`src/rtl/dds_multi_ch.sv`:
```
// Multi-channel DDS: per-channel phase accumulator, shadow/active register banks and a two-stage
// waveform pipeline. Define DDS_SINE_EN to build the quarter-wave sine table used by mode 3.
module dds_multi_ch #(
  parameter int CH_NUM  = 3,
  parameter int PHASE_W = 32,
  parameter int ADDR_W  = 8,
  parameter int DATA_W  = 8
) (
  input  logic                     clk,
  input  logic                     rst,
  input  logic                     en,
  input  logic                     wr_en,
  input  logic [2:0]               wr_ch,
  input  logic [1:0]               wr_sel,
  input  logic [PHASE_W-1:0]       wr_data,
  input  logic                     apply,
  input  logic                     phase_sync,
  output logic [CH_NUM*DATA_W-1:0] dout,
  output logic                     dout_vld
);

  logic [PHASE_W-1:0]       r_sh_f   [CH_NUM];
  logic [ADDR_W-1:0]        r_sh_p   [CH_NUM];
  logic [1:0]               r_sh_m   [CH_NUM];
  logic [PHASE_W-1:0]       r_act_f  [CH_NUM];
  logic [ADDR_W-1:0]        r_act_p  [CH_NUM];
  logic [1:0]               r_act_m  [CH_NUM];
  logic [PHASE_W-1:0]       r_acc    [CH_NUM];
  logic [ADDR_W-1:0]        r_addr   [CH_NUM];
  logic [1:0]               r_mode1  [CH_NUM];
  logic                     r_vld1;
  logic [CH_NUM*DATA_W-1:0] w_samp_all;

`ifdef DDS_SINE_EN
  localparam int QN = 2 ** (ADDR_W - 2);
  localparam logic [DATA_W-1:0] HALF = DATA_W'(1) << (DATA_W - 1);

  // Bhaskara approximation of sin(pi/2 * i/QN), scaled to the positive half-swing.
  function automatic logic [DATA_W-2:0] f_sine_amp(input longint i);
    longint n, u, a;
    n = longint'(QN);
    u = i * (2 * n - i);
    a = (longint'(1) << (DATA_W - 1)) - 1;
    return (DATA_W-1)'((4 * a * u + (5 * n * n - u) / 2) / (5 * n * n - u));
  endfunction

  logic [DATA_W-2:0] w_qtab [QN];
  for (genvar i = 0; i < QN; i++) begin : g_tab
    assign w_qtab[i] = f_sine_amp(longint'(i));
  end
`endif

  for (genvar c = 0; c < CH_NUM; c++) begin : g_ch
    logic [ADDR_W-1:0] w_tri;
    logic [DATA_W-1:0] w_sq;
    logic [DATA_W-1:0] w_m3;
    logic [DATA_W-1:0] w_samp;

    assign w_tri = r_addr[c][ADDR_W-1] ? ~{r_addr[c][ADDR_W-2:0], 1'b0}
                                       :  {r_addr[c][ADDR_W-2:0], 1'b0};
    assign w_sq  = r_addr[c][ADDR_W-1] ? {DATA_W{1'b1}} : {DATA_W{1'b0}};

`ifdef DDS_SINE_EN
    // Odd quadrants mirror the index; index QN (table end) is the peak, handled explicitly.
    logic [ADDR_W-3:0] w_q;
    logic [DATA_W-2:0] w_amp;
    assign w_q   = r_addr[c][ADDR_W-2] ? (~r_addr[c][ADDR_W-3:0] + (ADDR_W-2)'(1))
                                       : r_addr[c][ADDR_W-3:0];
    assign w_amp = (r_addr[c][ADDR_W-2] && (w_q == '0)) ? {(DATA_W-1){1'b1}} : w_qtab[w_q];
    assign w_m3  = r_addr[c][ADDR_W-1] ? (HALF - {1'b0, w_amp}) : {1'b1, w_amp};
`else
    assign w_m3  = w_sq;
`endif

    always_comb begin
      w_samp = {DATA_W{1'b0}};
      case (r_mode1[c])
        2'd0:    w_samp = r_addr[c][ADDR_W-1 -: DATA_W];
        2'd1:    w_samp = w_tri[ADDR_W-1 -: DATA_W];
        2'd2:    w_samp = w_sq;
        default: w_samp = w_m3;
      endcase
    end

    assign w_samp_all[c*DATA_W +: DATA_W] = w_samp;
  end

  // Register banks, accumulators and both pipeline stages.
  always_ff @(posedge clk or posedge rst) begin
    if (rst) begin
      for (int c = 0; c < CH_NUM; c++) begin
        r_sh_f[c]  <= '0;
        r_sh_p[c]  <= '0;
        r_sh_m[c]  <= 2'd0;
        r_act_f[c] <= '0;
        r_act_p[c] <= '0;
        r_act_m[c] <= 2'd0;
        r_acc[c]   <= '0;
        r_addr[c]  <= '0;
        r_mode1[c] <= 2'd0;
      end
      r_vld1   <= 1'b0;
      dout_vld <= 1'b0;
      dout     <= '0;
    end else begin
      for (int c = 0; c < CH_NUM; c++) begin
        if (wr_en && (wr_ch == 3'(c))) begin
          case (wr_sel)
            2'd0:    r_sh_f[c] <= wr_data;
            2'd1:    r_sh_p[c] <= wr_data[ADDR_W-1:0];
            2'd2:    r_sh_m[c] <= wr_data[1:0];
            default: ;
          endcase
        end
        // Apply copies the pre-write shadow; a same-cycle write lands on the next apply.
        if (apply) begin
          r_act_f[c] <= r_sh_f[c];
          r_act_p[c] <= r_sh_p[c];
          r_act_m[c] <= r_sh_m[c];
        end
        if (phase_sync) begin
          r_acc[c] <= '0;
        end else if (en) begin
          r_acc[c] <= r_acc[c] + r_act_f[c];
        end
        r_addr[c]  <= r_acc[c][PHASE_W-1 -: ADDR_W] + r_act_p[c];
        r_mode1[c] <= r_act_m[c];
      end
      r_vld1   <= en;
      dout_vld <= r_vld1;
      if (r_vld1) begin
        dout <= w_samp_all;
      end
    end
  end

endmodule

```
`config.mk`:
```
export PLATFORM = sky130hd
export DESIGN_NAME = dds_multi_ch
export DESIGN_NICKNAME = d
export VERILOG_FILES = /design/src/rtl/dds_multi_ch.sv
export SDC_FILE = /design/constraint.sdc
export NUM_CORES = 1
export LEC_CHECK = 0
export CORE_MARGIN = 5
export CORE_UTILIZATION = 62
export DETAILED_ROUTE_END_ITERATION = 10
export PLACE_DENSITY_LB_ADDON = 0.3
export SYNTH_ARGS = -nofsm -noshare
export SYNTH_HDL_FRONTEND = slang
export SYNTH_SLANG_ARGS = --single-unit
```
`constraint.sdc`:
```
create_clock -name clk -period 17.7 [get_ports clk]
set_input_delay 2.655 -clock clk [delete_from_list [all_inputs] [get_ports clk]]
set_output_delay 2.655 -clock clk [all_outputs]
set_load 0.02 [all_outputs]
```
Word-level counts from Yosys, hierarchy flattened:

Index checks and enable logic that the tools add are counted.
Widths: inputs -> output; s select.

* input port bits: 43
* output and inout port bits: 25
* flip-flop bits (word level): 404

* reductions and logical operators: 18
* $add $sub $neg: 6
* equal/unequal tests: 7
* muxes and demuxes: 15
* bitwise gates (word level): 3

Operators with widths (count)
* $mux 32: 6
* $add 32x32->32: 3
* $mux 8: 6
* $pmux 8 s2: 3
* $add 8x8->8: 3
* $not 8->8: 3
* $reduce_and 2->1: 9
* $eq 2x1->1 const B: 4
* $logic_not 2->1: 4
* $eq 3x1->1 const B: 1
* $eq 3x2->1 const B: 1
* $logic_and 1x1->1: 3
* $logic_not 3->1: 1
* $eq 2x2->1 const B: 1
* $reduce_bool 2->1: 1

Depth between registers and ports, before layout:

Gate-level depths: netlist of the first run.

* depth in word-level cells: 3
* mapped depth: 12
* depth with buffers taken out: 12

Worst setup path after synthesis of the first run:

Ideal clock, no wire load.

* kind: input -> register
* from: input en
* to: register r_acc[15] in the netlist's numbering
* path buffers: 3
* setup time: 0.132 ns
* slack: 13.642 ns
* cell stages on the path: 5
* arrival: 3.926 ns
* path through: clkbuf_1 > clkbuf_1 > buf_1 > mux2i_1 > nor2_1

* cells in the longest elaborated chain, start to end: 1

Ends and longest elaborated chain
* start: declaration: RTL line 11 `input logic en,`
* $reduce_bool 2->1 (no line)
* end signal: indexed assignment: RTL line 124 `r_acc[c] <= r_acc[c] + r_act_f[c];`
* end: declaration: RTL line 28 `logic [PHASE_W-1:0] r_acc [CH_NUM];`

No other way between the ends.
A chain may end at the register's enable or synchronous reset.

==> flow_metrics.tcl, run 1 <==
set metrics [dict create \
    yosys.area_share.adder_pct 7.48 \
    skew_ns 0.0216 \
    crit_family "buffers and inverters" \
    synth_top_area_cell "dfrtp_1" \
    swShare_pct 32.2 \
    ant_nets 0 \
    rsz0062_at_grt "no" \
    synth_top_family_by_area "multiplexers" \
    cp-start-kind "primary input" \
    synthSimpleGateAreaFrac_pct 8.47 \
    period_needed_ns 5.74 \
    tritoncts "built" \
    critPathBufInv 5 \
    switchingPower_w 0.000992 \
    h-tree-depth 2 \
    ys_ff_latch 404 \
    syn_area_um2 20700 \
    syn_inst 1798 \
    insertion_delay_ns 0.54 \
    crit_path_top_delay_cell "buf_4" \
    vias 14215 \
    grt_overflow_total 0 \
    drtIter0Drc 818 \
    num_io_pins 68 \
    clkPwrFrac_pct 28.2 \
    design_area_um2 23100 \
    p_int_w 0.00209 \
    drive_gt1_share_pct 19.6 \
    numCtsBuffers 42 \
    postCtsSetupRepairBufs 0 \
    leakagePower_nw 11.2 \
    critPathMostFrequentCell "buf_4" \
    hold_class "reg -> reg" \
    nNetsFinal 2015 \
    critPathKind "in -> async" \
    wl_um 45800 \
    syn_to_final_growth_pct 11.7 \
    wl_per_cell_um 19.7 \
    fin_ws_ns 11.96 \
    worstPathCellList "clkdlybuf4s50_1 > inv_8 > buf_4 > buf_4 > buf_4" \
    vias_per_cell 6.11 \
    ys_seq_area_share_pct 48.9 \
    cpPeakStageDelay_ns 0.92 \
    placed_cell_area_um2 21700 \
    synthXorXnorAreaFrac_pct 3.60 \
    post-route-period-util_pct 32.4 \
    cp_data_required_time_ns 18.29 \
    antenna-diode-count 0 \
    grt_pass1_vias 14833 \
    syn_avg_cell_area_um2 11.5 \
    clk_pin_slew_ns 0.06 \
    finalHoldViolCount 0 \
    std_cell_rows 66 \
    dp_worst_setup_slack_ns 11.16 \
    synth_compound_area_share_pct 12.3 \
    synth-edff-count 0 \
    globalplace.congestion 0.879 \
    place.port_buffers 67 \
    drtPass1Iterations 5 \
    critPathMaxFanout 133 \
    yosys-top-cells-area "dfrtp_1 49%, mux2_2 14%, ha_1 6.9%" \
    antenna_found_initial 1 \
    power_density_nw_per_um2 133 \
    holdBufCountCts 0 \
    pwr-share-comb_pct 29.7 \
    async_flop_share_pct 100 \
    synth_cell_types 76 \
    finalSetupViolCount 0 \
    synth_top_area_share_pct 48.9 \
    dieArea_um2 37100 \
    cts_buffer_depth 3 \
    relSlewSlack_pct 18.9 \
    cts_sinks 404 \
    worstMarginPinSlew_ns 1.22 \
    drv_cap 0 \
    critPathArrivalTime_ns 6.33 \
    grt_use_total_pct 25.3 \
    cts-root-buf "clkbuf_16" \
    synth_ff_type "dfrtp_1" \
    fmaxAchievable_ghz 0.174 \
    core_um2 32700 \
    seq_power_share_pct 42.1 \
    synthesis.nets 1961 \
    dp_hpwl_um 30900 \
    die_w_um 193 \
    cts_resized 0 \
    finalSetupTns_ns 0 \
    slew_viol_final 0 \
    status "finished, final reports clean" \
    start_util_pct 63.2 \
    grt_pass1_wl_um 75400 \
    critPathCaptureType "async pin" \
    r2r_slack_ns 14.18 \
    muxShareOfSynthArea_pct 17.0 \
    yosys_warnings 0 \
    vdd_drop_max_uv 83.7 \
    grt_max_degree 134 \
    dieHeight_um 193 \
    drc 0 \
]
-- final timing paths --
check,start,endpoint,cells past startpoint
max,rst,dout[4]$_DFFE_PP0P_,5
min reg2reg,r_act_m[0]$_DFFE_PP0P_,r_mode1[0]$_DFF_PP0_,0
max in group clk,apply,r_act_f[68]$_DFFE_PP0P_,3
max reg2reg,r_act_f[65]$_DFFE_PP0P_,r_acc[95]$_DFFE_PP0P_,10
min,r_act_m[0]$_DFFE_PP0P_,r_mode1[0]$_DFF_PP0_,0
min in group asynchronous,rst,r_acc[34]$_DFFE_PP0P_,2
-- registers in the layout, indices dropped and copies added, names as in the netlist --
| name | flops |
|---|---|
| r_sh_p | 24 |
| dout | 24 |
| r_vld1 | 1 |
| r_sh_m | 6 |
| r_mode1 | 6 |
| dout_vld | 1 |
| r_act_f | 96 |
| r_sh_f | 96 |
| r_addr | 24 |
| r_act_m | 6 |
| r_acc | 96 |
| r_act_p | 24 |
-- cell usage after synthesis, types with 5 or more instances --
master and number:
o21a_1 15, nor2b_1 20, and4_1 5, o21bai_1 18, a21o_1 54, nand2b_1 13, or2_2 5, nor3_1 19
dfrtp_1 404, o22ai_1 5, buf_1 14, a211o_1 7, xor2_1 27, nand2_1 99, nand3b_1 8, nor4_1 5
or3_1 11, clkbuf_1 53, mux2i_1 53, nand3_1 22, mux2_2 264, a41oi_1 5, inv_1 51, fa_1 6
a31oi_1 13, o211ai_1 8, a21oi_1 121, ha_1 114, o21ai_0 79, and3_1 11, o31a_1 5, a211oi_1 11
xnor2_1 58, nor2_1 112, nand4_1 8
-- logic make-up after synthesis --
logic type	count (synthesis)
buf+inv	121
compound gates	391
xor+xnor	85
mux	318
simple gates	359
flops	404
fa+ha+maj	120
-- layout by cell type, fill, tap and decap left out, types with 20 or more instances in the layout --
master and n:
a21o_1 54, a21oi_1 121, clkbuf_16 42, clkdlybuf4s50_1 64, dfrtp_1 404, ha_1 114
inv_1 50, mux2_2 264, mux2i_1 53, nand2_1 99, nand3_1 22, nor2_1 112
nor2b_1 20, o21ai_0 79, xnor2_1 58, xor2_1 27
-- power groups by stage --
stage / Sequential, W / Combinational (W) / Clock [W]
finish: 0.00130 / 0.000915 / 0.000868
global placement: 0.00130 / 0.000864 / 0
detailed placement: 0.00131 / 0.000905 / 0
global route: 0.00132 / 0.00102 / 0.000927
floorplan: 0.00128 / 0.000676 / 0
CTS: 0.00130 / 0.000916 / 0.000885
-- layout make-up --
class / count / area, um^2
clock buffer: 59 / 1200
clock inverter: 18 / 164
fill: 2370 / 9610
inverter: 52 / 203
multi-input combinational: 1273 / 10100
sequential: 404 / 10100
tap: 442 / 553
timing repair buffer: 79 / 753
-- stage by stage --
step,utilization (%),instances,hold WS (ns),power [W]
after global routing,70.6,2327,0.389,0.00327
after detailed placement,66.4,2250,0.360,0.00221
after CTS,70.6,2327,0.377,0.00310
after floorplan,-,1798,0.350,0.00196
final,70.6,2327,0.374,0.00308
after global placement,66.4,2250,0.359,0.00216
-- routing by layer --
| layer | share of wire, % | GRT usage [%] |
|---|---|---|
| met1 | 42 | 32.4 |
| met2 | 50 | 44.4 |
| met3 | 3.8 | 3.31 |
| met4 | 3.3 | 8.89 |
| met5 | 0 | 0 |
Note: power is estimated with default switching activity, not from simulation.
==> run 2: changes to the inputs <==
--- a/config.mk
+++ b/config.mk
@@ -6,7 +6,7 @@
 export NUM_CORES = 1
 export LEC_CHECK = 0
 export CORE_MARGIN = 5
-export CORE_UTILIZATION = 62
+export CORE_UTILIZATION = 56
 export DETAILED_ROUTE_END_ITERATION = 10
 export PLACE_DENSITY_LB_ADDON = 0.3
 export SYNTH_ARGS = -nofsm -noshare
==> constraint.sdc (replaced) <==
create_clock -name clk -period 4.7 [get_ports clk]
set_input_delay 0.705 -clock clk [delete_from_list [all_inputs] [get_ports clk]]
set_output_delay 0.705 -clock clk [all_outputs]
set_load 0.02 [all_outputs]
==> flow_metrics.tcl, run 2 (synthesis results as in run 1) <==
set metrics [dict create \
    status "finished, final reports clean" \
    worstMarginPinSlew_ns 1.14 \
    std_cell_rows 70 \
    fin_ws_ns 1.37 \
    drtPass1Iterations 7 \
    place.port_buffers 67 \
    period_needed_ns 3.33 \
    dieArea_um2 40900 \
    r2r_start "r_acc[65]$_DFFE_PP0P_" \
    die_w_um 202 \
    fin_hold_ws_ns 0.374 \
    cp_data_required_time_ns 5.17 \
    fmaxAchievable_ghz 0.301 \
    antenna-diode-count 0 \
    h-tree-depth 2 \
    cts_resized 0 \
    finalSetupTns_ns 0 \
    rsz0062_at_grt "no" \
    post-route-period-util_pct 70.8 \
    wl_per_cell_um 19.8 \
    dieHeight_um 202 \
    cts_sinks 404 \
    leakagePower_nw 11.4 \
    antenna_found_initial 1 \
    tritoncts "built" \
    skew_ns 0.0206 \
    dp_hpwl_um 32100 \
    vias 14228 \
    hp-start "r_act_m[3]$_DFFE_PP0P_" \
    core_um2 36500 \
    drc 0 \
    top_regs "r_acc x96, r_act_f x96, r_sh_f x96" \
    wl_um 46800 \
    power_density_nw_per_um2 513 \
    syn_to_final_growth_pct 13.2 \
    critPathCaptureType "register" \
    finalSetupViolCount 0 \
    clk_pin_slew_ns 0.06 \
    grt_use_total_pct 23.2 \
    grt_overflow_total 0 \
    grt_pass1_vias 15153 \
    cp-start-kind "register" \
    finalHoldViolCount 0 \
    critPathKind "reg -> reg" \
    final_common_cell "dfrtp_1" \
    slew_viol_final 0 \
    startpoint "r_acc[65]$_DFFE_PP0P_" \
    postCtsSetupRepairBufs 0 \
    cts-root-buf "clkbuf_16" \
    ant_nets 0 \
    design_area_um2 23400 \
    num_io_pins 68 \
    numCtsBuffers 44 \
    relSlewSlack_pct 24.1 \
    dp_worst_setup_slack_ns 1.46 \
    vias_per_cell 6.02 \
    instances_no_fill 2363 \
    grt_max_degree 93 \
    vdd_drop_max_uv 299 \
    hold_class "reg -> reg" \
    globalplace.congestion 0.885 \
    drtIter0Drc 807 \
    final_cell_mix "404 x dfrtp_1, 264 x mux2_2, 121 x a21oi_1, 114 x ha_1, 112 x nor2_1" \
    drive_gt1_share_pct 19.9 \
    critPathMaxFanout 3 \
    cts_buffer_depth 3 \
    placed_cell_area_um2 21900 \
    holdBufCountCts 0 \
    placed_cells 2282 \
    critPathArrivalTime_ns 3.80 \
    drv_cap 0 \
    grt_pass1_wl_um 78400 \
    insertion_delay_ns 0.56 \
    nNetsFinal 2023 \
    fill_cells 2765 \
    start_util_pct 56.6 \
]
[run 2: stage by stage]
stage	power (W)	utilization, %
6_report	0.0120	64.1
5_1_grt	0.0127	64.1
3_3_place_gp	0.00820	59.8
4_1_cts	0.0121	64.1
2_1_floorplan	0.00738	-
3_5_place_dp	0.00838	59.8
[run 2: critical path: stages (launching register included)]
cell and delay, ns:
dfrtp_1 0.40, ha_1 0.30, a211o_1 0.35, a2111oi_4 0.48, o22ai_1 0.15, a31oi_1 0.44
a21oi_1 0.26, a211oi_2 0.25, xor2_1 0.11, or3_1 0.32, a21oi_1 0.17
[run 2: cell type report]
class | count | area (um^2) | area share [%]
Clock buffer | 63 | 1280 | 5.49
Clock inverter | 18 | 259 | 1.11
Inverter | 52 | 199 | 0.850
Multi-Input combinational cell | 1273 | 10100 | 43.2
Sequential cell | 404 | 10100 | 43.2
Tap cell | 468 | 586 | 2.50
Timing Repair Buffer | 85 | 861 | 3.68
[run 2: final timing paths]
path	cells past startpoint	end	slack, ns
worst max-delay path	10	r_acc[95]$_DFFE_PP0P_	1.37
worst min-delay path	0	r_mode1[3]$_DFF_PP0_	0.37
worst max register to register	10	r_acc[95]$_DFFE_PP0P_	1.37
worst min register to register	0	r_mode1[3]$_DFF_PP0_	0.37
max in group asynchronous	3	r_acc[94]$_DFFE_PP0P_	2.92
min in group asynchronous	2	dout[8]$_DFFE_PP0P_	0.74
[run 2: power by group]
part / internal, W / switching, W
Sequential: 0.00431 / 0.000584
Clock: 0.00224 / 0.00139
Combinational: 0.00166 / 0.00182
Total: 0.00820 / 0.00379
[run 2: routing by layer]
metal	global-route usage, %	part of all wire (%)	routed length [um]
met1	29.6	43	19900
met2	41.2	51	23800
met3	3.32	3.8	1800
met4	7.32	2.8	1320
met5	0	0	0
==> run 3: changes to the inputs <==
==> constraint.sdc (replaced) <==
create_clock -name clk -period 2.8 [get_ports clk]
set_input_delay 0.42 -clock clk [delete_from_list [all_inputs] [get_ports clk]]
set_output_delay 0.42 -clock clk [all_outputs]
set_load 0.02 [all_outputs]
==> flow_metrics.tcl, run 3 (synthesis results as in run 1) <==
set metrics [dict create \
    status "complete, but fails checks" \
    violations "setup timing" \
    top_regs "r_acc x96, r_act_f x96, r_sh_f x96" \
    finalSetupViolCount 4 \
    num_io_pins 68 \
    syn_to_final_growth_pct 17.7 \
    relSlewSlack_pct 31.2 \
    antenna_found_initial 0 \
    die_w_um 202 \
    grt_max_degree 124 \
    skew_ns 0.0238 \
    final_cell_mix "404 x dfrtp_1, 264 x mux2_2, 111 x nor2_1, 108 x a21oi_1, 104 x ha_1" \
    critPathCaptureType "register" \
    grt_use_total_pct 23.3 \
    grt_pass1_wl_um 77800 \
    worstMarginPinSlew_ns 1.03 \
    leakagePower_nw 11.8 \
    pwr-share-comb_pct 31.4 \
    clk_pin_slew_ns 0.06 \
    instances_no_fill 2445 \
    numCtsBuffers 43 \
    seq_power_share_pct 40.6 \
    drtIter0Drc 798 \
    dieArea_um2 40900 \
    placed_cell_area_um2 22300 \
    fill_cells 2652 \
    globalplace.congestion 0.908 \
    critPathArrivalTime_ns 3.32 \
    tritoncts "built" \
    switchingPower_w 0.00659 \
    drc 0 \
    drtPass1Iterations 5 \
    fmaxAchievable_ghz 0.348 \
    wl_per_cell_um 19.7 \
    cp-start-kind "register" \
    start_util_pct 56.6 \
    period_needed_ns 2.87 \
    final_core_util_pct 66.6 \
    cts_sinks 404 \
    multi_input_area_um2 10500 \
    cts-root-buf "clkbuf_16" \
    placed_cells 2342 \
    power_density_nw_per_um2 834 \
    critPathMaxFanout 5 \
    cp_data_required_time_ns 3.24 \
    core_um2 36500 \
    swShare_pct 32.5 \
    hold_class "in -> reg" \
    vdd_drop_max_uv 513 \
    dp_hpwl_um 32900 \
    drive_gt1_share_pct 26.1 \
    drv_cap 0 \
    slew_viol_final 0 \
    seq_area_um2 10100 \
    final_common_cell "dfrtp_1" \
    h-tree-depth 2 \
    grt_pass1_vias 14971 \
    finalHoldViolCount 0 \
    post-route-period-util_pct 103 \
    nNetsFinal 2107 \
    wl_um 48300 \
    antenna-diode-count 0 \
    place.port_buffers 67 \
    clkPwrFrac_pct 28.0 \
    p_int_w 0.0137 \
    vias 14558 \
    std_cell_rows 70 \
    dieHeight_um 202 \
    vias_per_cell 5.95 \
    grt_overflow_total 0 \
    design_area_um2 24300 \
    ant_nets 0 \
    fin_ws_ns -0.0743 \
    critPathKind "reg -> reg" \
    fin_hold_ws_ns 0.168 \
    insertion_delay_ns 0.57 \
    rsz0062_at_grt "yes" \
    holdBufCountCts 0 \
    cts_buffer_depth 3 \
]
[run 3: cell count changes in the layout (fill, tap and decap cells not counted), moves of 4 or more]
cell	before	now
a21oi_1	121	108
a21oi_2	0	11
buf_4	16	95
ha_1	114	104
ha_2	0	4
ha_4	0	6
o21ai_0	79	73
o21ai_1	4	8
[run 3: what timing repair did]
item / in CTS / in global routing
buffers inserted: 8 / 17
endpoints found under the setup margin: 25 / 37
pin swaps: 18 / 65
resized for setup: 16 / 61
gates cloned: 0 / 0
[run 3: stage by stage]
stage               setup slack [ns]  power, W   TNS, ns
floorplan                      -3.06    0.0124  -1236.93
global placement             -0.0868    0.0141    -0.128
detailed placement            -0.149    0.0144    -0.735
CTS                          -0.0277    0.0202   -0.0857
global route                  -0.205    0.0215     -1.34
finish                       -0.0743    0.0203    -0.186
[run 3: worst max-delay path, stage by stage, from the launching register on]
cell       delay, ns
dfrtp_1         0.39
ha_2            0.21
inv_2           0.06
fa_2            0.22
nor2b_4         0.05
o31a_1          0.31
o311ai_2        0.29
nor4b_4         0.36
buf_4           0.20
o2111ai_2       0.11
a31oi_1         0.23
xnor2_1         0.09
mux2i_1         0.14
nor2_1          0.06
[run 3: power by group through the flow]
stage,registers (W),logic (W),clock network [W]
6_report,0.00824,0.00637,0.00569
5_1_grt,0.00839,0.00702,0.00604
4_1_cts,0.00822,0.00615,0.00580
3_5_place_dp,0.00831,0.00604,0
3_3_place_gp,0.00823,0.00583,0
2_1_floorplan,0.00811,0.00427,0
[run 3: metal layers]
metal / GRT usage [%] / wire, um / share of wire (%)
met1: 29.5 / 20300 / 42
met2: 40.9 / 24400 / 51
met3: 4.11 / 1830 / 3.8
met4: 7.76 / 1700 / 3.5
met5: 0 / 0 / 0
[run 3: area by class of cell]
| type | instances | share of cell area, % |
|---|---|---|
| clock inverter | 18 | 0.787 |
| clock buffer | 60 | 5.02 |
| tap | 468 | 2.41 |
| sequential | 404 | 41.6 |
| timing repair buffer | 170 | 6.36 |
| multi-input combinational | 1273 | 43.1 |
| inverter | 52 | 0.818 |
[run 3: path summary, 6_finish.rpt]
check	startpoint	endpoint	slack, ns	cells after the start
max	r_acc[0]$_DFFE_PP0P_	r_acc[24]$_DFFE_PP0P_	-0.07	13
min	en	r_vld1$_DFF_PP0_	0.17	1
max reg2reg	r_acc[0]$_DFFE_PP0P_	r_acc[24]$_DFFE_PP0P_	-0.07	13
min reg2reg	r_act_m[0]$_DFFE_PP0P_	r_mode1[0]$_DFF_PP0_	0.37	0
max in group asynchronous	rst	r_acc[37]$_DFFE_PP0P_	1.70	3
min in group asynchronous	rst	r_sh_p[17]$_DFFE_PP0P_	0.39	3
